`src/rtl/pc_ras.sv`:
```
// rtl/pc_ras.sv - fetch-stage program counter with a circular return-address stack
// Priority: reset > stall > ret > call > jump > branch > increment.
module pc_ras #(
  parameter int D         = 6,
  parameter int OFF_W     = 6,
  parameter int RAS_DEPTH = 4
) (
  input  logic                             clk,
  input  logic                             reset,
  input  logic                             stall,
  input  logic                             jump_en,
  input  logic [D-1:0]                     target,
  input  logic                             branch_en,
  input  logic [OFF_W-1:0]                 offset,
  input  logic                             call_en,
  input  logic                             ret_en,
  output logic [D-1:0]                     prog_ctr,
  output logic [$clog2(RAS_DEPTH+1)-1:0]   ras_count,
  output logic                             ras_overflow,
  output logic                             ras_underflow
);

  localparam int CW = $clog2(RAS_DEPTH + 1);
  localparam int PW = (RAS_DEPTH > 1) ? $clog2(RAS_DEPTH) : 1;
  localparam int MW = (D > OFF_W) ? D : OFF_W;
  localparam logic [PW-1:0] LAST = PW'(RAS_DEPTH - 1);
  localparam logic [CW-1:0] FULL = CW'(RAS_DEPTH);

  logic [D-1:0]  stack [RAS_DEPTH];
  // top_ptr is the next slot to write; a push while full lands on the oldest entry.
  logic [PW-1:0] top_ptr;
  logic [PW-1:0] ptr_inc;
  logic [PW-1:0] ptr_dec;
  logic [MW-1:0] off_ext;
  logic [D-1:0]  pc_inc;
  logic [D-1:0]  pc_branch;

  always_comb begin
    ptr_inc   = (top_ptr == LAST) ? '0 : top_ptr + PW'(1);
    ptr_dec   = (top_ptr == '0) ? LAST : top_ptr - PW'(1);
    off_ext   = MW'($signed(offset));
    pc_inc    = prog_ctr + D'(1);
    pc_branch = prog_ctr + off_ext[D-1:0];
  end

  always_ff @(posedge clk) begin
    if (reset) begin
      prog_ctr      <= '0;
      ras_count     <= '0;
      top_ptr       <= '0;
      ras_overflow  <= 1'b0;
      ras_underflow <= 1'b0;
    end else begin
      ras_overflow  <= 1'b0;
      ras_underflow <= 1'b0;
      if (stall) begin
        prog_ctr <= prog_ctr;
      end else if (ret_en) begin
        if (ras_count != '0) begin
          prog_ctr  <= stack[ptr_dec];
          top_ptr   <= ptr_dec;
          ras_count <= ras_count - CW'(1);
        end else begin
          ras_underflow <= 1'b1;
          prog_ctr      <= pc_inc;
        end
      end else if (call_en) begin
        stack[top_ptr] <= pc_inc;
        top_ptr        <= ptr_inc;
        prog_ctr       <= target;
        if (ras_count == FULL) ras_overflow <= 1'b1;
        else                   ras_count    <= ras_count + CW'(1);
      end else if (jump_en) begin
        prog_ctr <= target;
      end else if (branch_en) begin
        prog_ctr <= pc_branch;
      end else begin
        prog_ctr <= pc_inc;
      end
    end
  end

endmodule

```
`config.mk`:
```
export PLATFORM = sky130hd
export DESIGN_NAME = pc_ras
export DESIGN_NICKNAME = d
export VERILOG_FILES = /design/src/rtl/pc_ras.sv
export SDC_FILE = /design/constraint.sdc
export NUM_CORES = 1
export LEC_CHECK = 0
export CAP_MARGIN = 5
export CORE_AREA = 5 5 74 76
export DETAILED_ROUTE_END_ITERATION = 8
export DIE_AREA = 0 0 79 81
export GPL_ROUTABILITY_DRIVEN = 0
export PLACE_DENSITY = 0.66
export SLEW_MARGIN = 5
export SYNTH_ARGS = -nofsm -noshare
export SYNTH_HDL_FRONTEND = slang
export SYNTH_SLANG_ARGS = --single-unit
export TNS_END_PERCENT = 30
```
`constraint.sdc`:
```
create_clock -name clk -period 2.4 [get_ports clk]
set_input_delay 0.72 -clock clk [delete_from_list [all_inputs] [get_ports clk]]
set_output_delay 0.72 -clock clk [all_outputs]
set_load 0.05 [all_outputs]
```
==> qor.csv <==
metric,value,unit
max_freq,0.4339,GHz
hold_ws,0.5711,ns
hold_depth,2,
ys_seq_elements,37,
clock_latency,0.28,ns
area_growth,28.13,%
ys_types,40,
ys.warnings.count,0,
period_share,96.03,%
grt_use_total,14.73,%
hold_viol,0,
hold_start,top_ptr[1],
drc,0,
r2r-start,top_ptr[1],
worstPathMaxFanout,7,
die_height,81,um
cts_tree,built,
rows,25,
post-route-util,56.24,%
root_buffer,clkbuf_8,
synth_edf_count,24,
clk_path_buf_depth,2,
r2r_slack,0.34,ns
setup_violations,0,
ant_nets,0,
overflow,0,
crit_slowest_cell,clkdlybuf4s50_1,
leakagePower,1.023,nW
initial_core_util,43.89,%
cts_setup_buffers,0,
postPlaceCellArea,2504,sq um
fin_setup_tns,0,ns
synth_most_common_cell,edfxtp_1,
first_global_vias,1461,
crit_family,buffers and inverters,
core-area,4661,sq um
required,1.68,ns
reg2reg_to,prog_ctr[5],
status,"finished, final reports clean",
clk_pin_slew,0.08,ns
grt_pass1_wl,7.293,mm
yosysTopAreaCellShare,35.23,%
slew_violations,0,
worst_setup_path_start_kind,flop,
io_buffers,29,
wl_per_cell,15.49,um
dp.cells,274,
arrival,1.58,ns
ys_seq_area_share,47.95,%
die_area,6399,sq um
crit_path_cell_trace,clkdlybuf4s50_1,
worst_pin_slew,0.5074,ns
synth.top_cells.by_count,"edfxtp_1 (24), nor2_1 (15), a21oi_1 (14), inv_1 (14)",
max-slew-margin-rel,65.93,%
hp-class,flop to flop,
critPathCaptureType,primary output,
min_to,top_ptr[1],
fin_crit,2.305,ns
synthArstFlopShare,0,%
synthCells,182,
synth_ff_type,edfxtp_1,
diodes,0,
cts_buffers,5,
final_cell_count_no_fill,282,
rsz0062_at_grt,false,
yosysTopAreaCell,edfxtp_1,
synth_nets,213,
grt_start_max_net_pins,17,
syn_area_per_cell,11.24,sq um
num_io_pins,30,
cts.sinks,37,
fin_area,2621,sq um
max_stage_delay,0.85,ns
finalWirelength,4.369,mm
crit_type,flop to primary output,
skew,0.006071,ns
layout-drive-gt1-share,12.28,%
dp_hpwl,3.345,mm
synth.top_cells.by_area,"edfxtp_1 (35%), dfxtp_1 (13%), mux4_1 (6.4%)",
ir_drop,314.6,uV
antenna_found_initial,0,
syn_area,2046,sq um
nFillCells,415,
fp.dieW,79,um
cap_violations,0,
firstDrtPassIters,5,
path_buf_inv,1,
p_per_area,654.4,nW/um^2
layout.nets,258,
h-tree-depth,2,
drtIter0Drc,61,
routed_via_density,5.333,
rr_worst_depth,7,
via_count,1504,
power breakdown:
group          total, mW  switching, mW  internal [mW]  leakage (nW)
combinational      0.437          0.243          0.194         0.643
sequential         0.740         0.0281          0.712         0.325
clock              0.539          0.228          0.311        0.0543
total               1.72          0.499           1.22          1.02
layout by cell type (no fill, tap or decap), types with 4 or more instances in the layout:
cell type	netlist	final
edfxtp_1	24	24
xor2_1	5	5
mux4_1	5	5
a31oi_1	5	5
inv_1	14	14
nand2_1	13	13
buf_4	2	16
ha_1	10	10
clkbuf_8	0	5
nor2_1	15	15
xnor2_1	7	7
and2_1	4	4
clkdlybuf4s50_1	0	28
dfxtp_1	13	13
a21oi_1	14	14
stage by stage:
step / total power, mW / worst slack, ns
after floorplan: 1.043 / 0.2983
after global placement: 1.183 / -0.1692
after detailed placement: 1.191 / -0.1864
after CTS: 1.733 / 0.05779
after global routing: 1.806 / 0.001612
final: 1.715 / 0.09534
worst max path at each step:
stage | startpoint | end | slack [ns] | depth (start not counted)
2_1_floorplan | prog_ctr[0] | prog_ctr[4] | 0.30 | 8
3_3_place_gp | offset[0] | prog_ctr[4] | -0.17 | 9
3_5_place_dp | offset[0] | prog_ctr[4] | -0.19 | 9
4_1_cts | ras_count[2] | ras_count[2] | 0.06 | 1
5_1_grt | ras_count[0] | ras_count[0] | 0.002 | 1
6_report | ras_count[0] | ras_count[0] | 0.1 | 1
worst reg2reg max path: stages, from the launching register on:
cell	delay [ns]
dfxtp_1	0.40
inv_1	0.08
ha_1	0.23
nor2b_4	0.14
mux4_2	0.50
and3_1	0.17
a311oi_1	0.30
o22ai_1	0.12
kinds of logic after synthesis:
family / synth area share, %
compound gates: 12.48
xor+xnor: 5.138
fa+ha+maj: 8.073
buf+inv: 5.504
flops: 47.95
mux: 8.991
simple gates: 11.86
sequential cells by signal, indices dropped and copies added (netlist names):
register / cells
prog_ctr: 6
ras_count: 3
ras_overflow: 1
ras_underflow: 1
stack: 24
top_ptr: 2
layout make-up:
class / count / area (sq um) / area share, %
Multi-Input combinational cell: 122 / 952.2 / 36.32
Inverter: 14 / 52.55 / 2.005
Clock inverter: 3 / 46.29 / 1.766
Tap cell: 54 / 67.56 / 2.578
Timing Repair Buffer: 47 / 452.9 / 17.28
Sequential cell: 37 / 980.9 / 37.42
Clock buffer: 5 / 68.82 / 2.625
metal layers:
| layer | routed length, um | track usage (%) |
|---|---|---|
| met5 | 0 | 0 |
| met1 | 2062 | 19.31 |
| met4 | 16 | 3.608 |
| met3 | 257 | 4.435 |
| met2 | 2033 | 23.99 |
timing repair:
item                                    in CTS  in global routing
hold buffers                                 0                  0
gates resized for setup                      0                  1
endpoints found under the setup margin       0                  1
No activity file was read; power rests on OpenSTA's default activity.
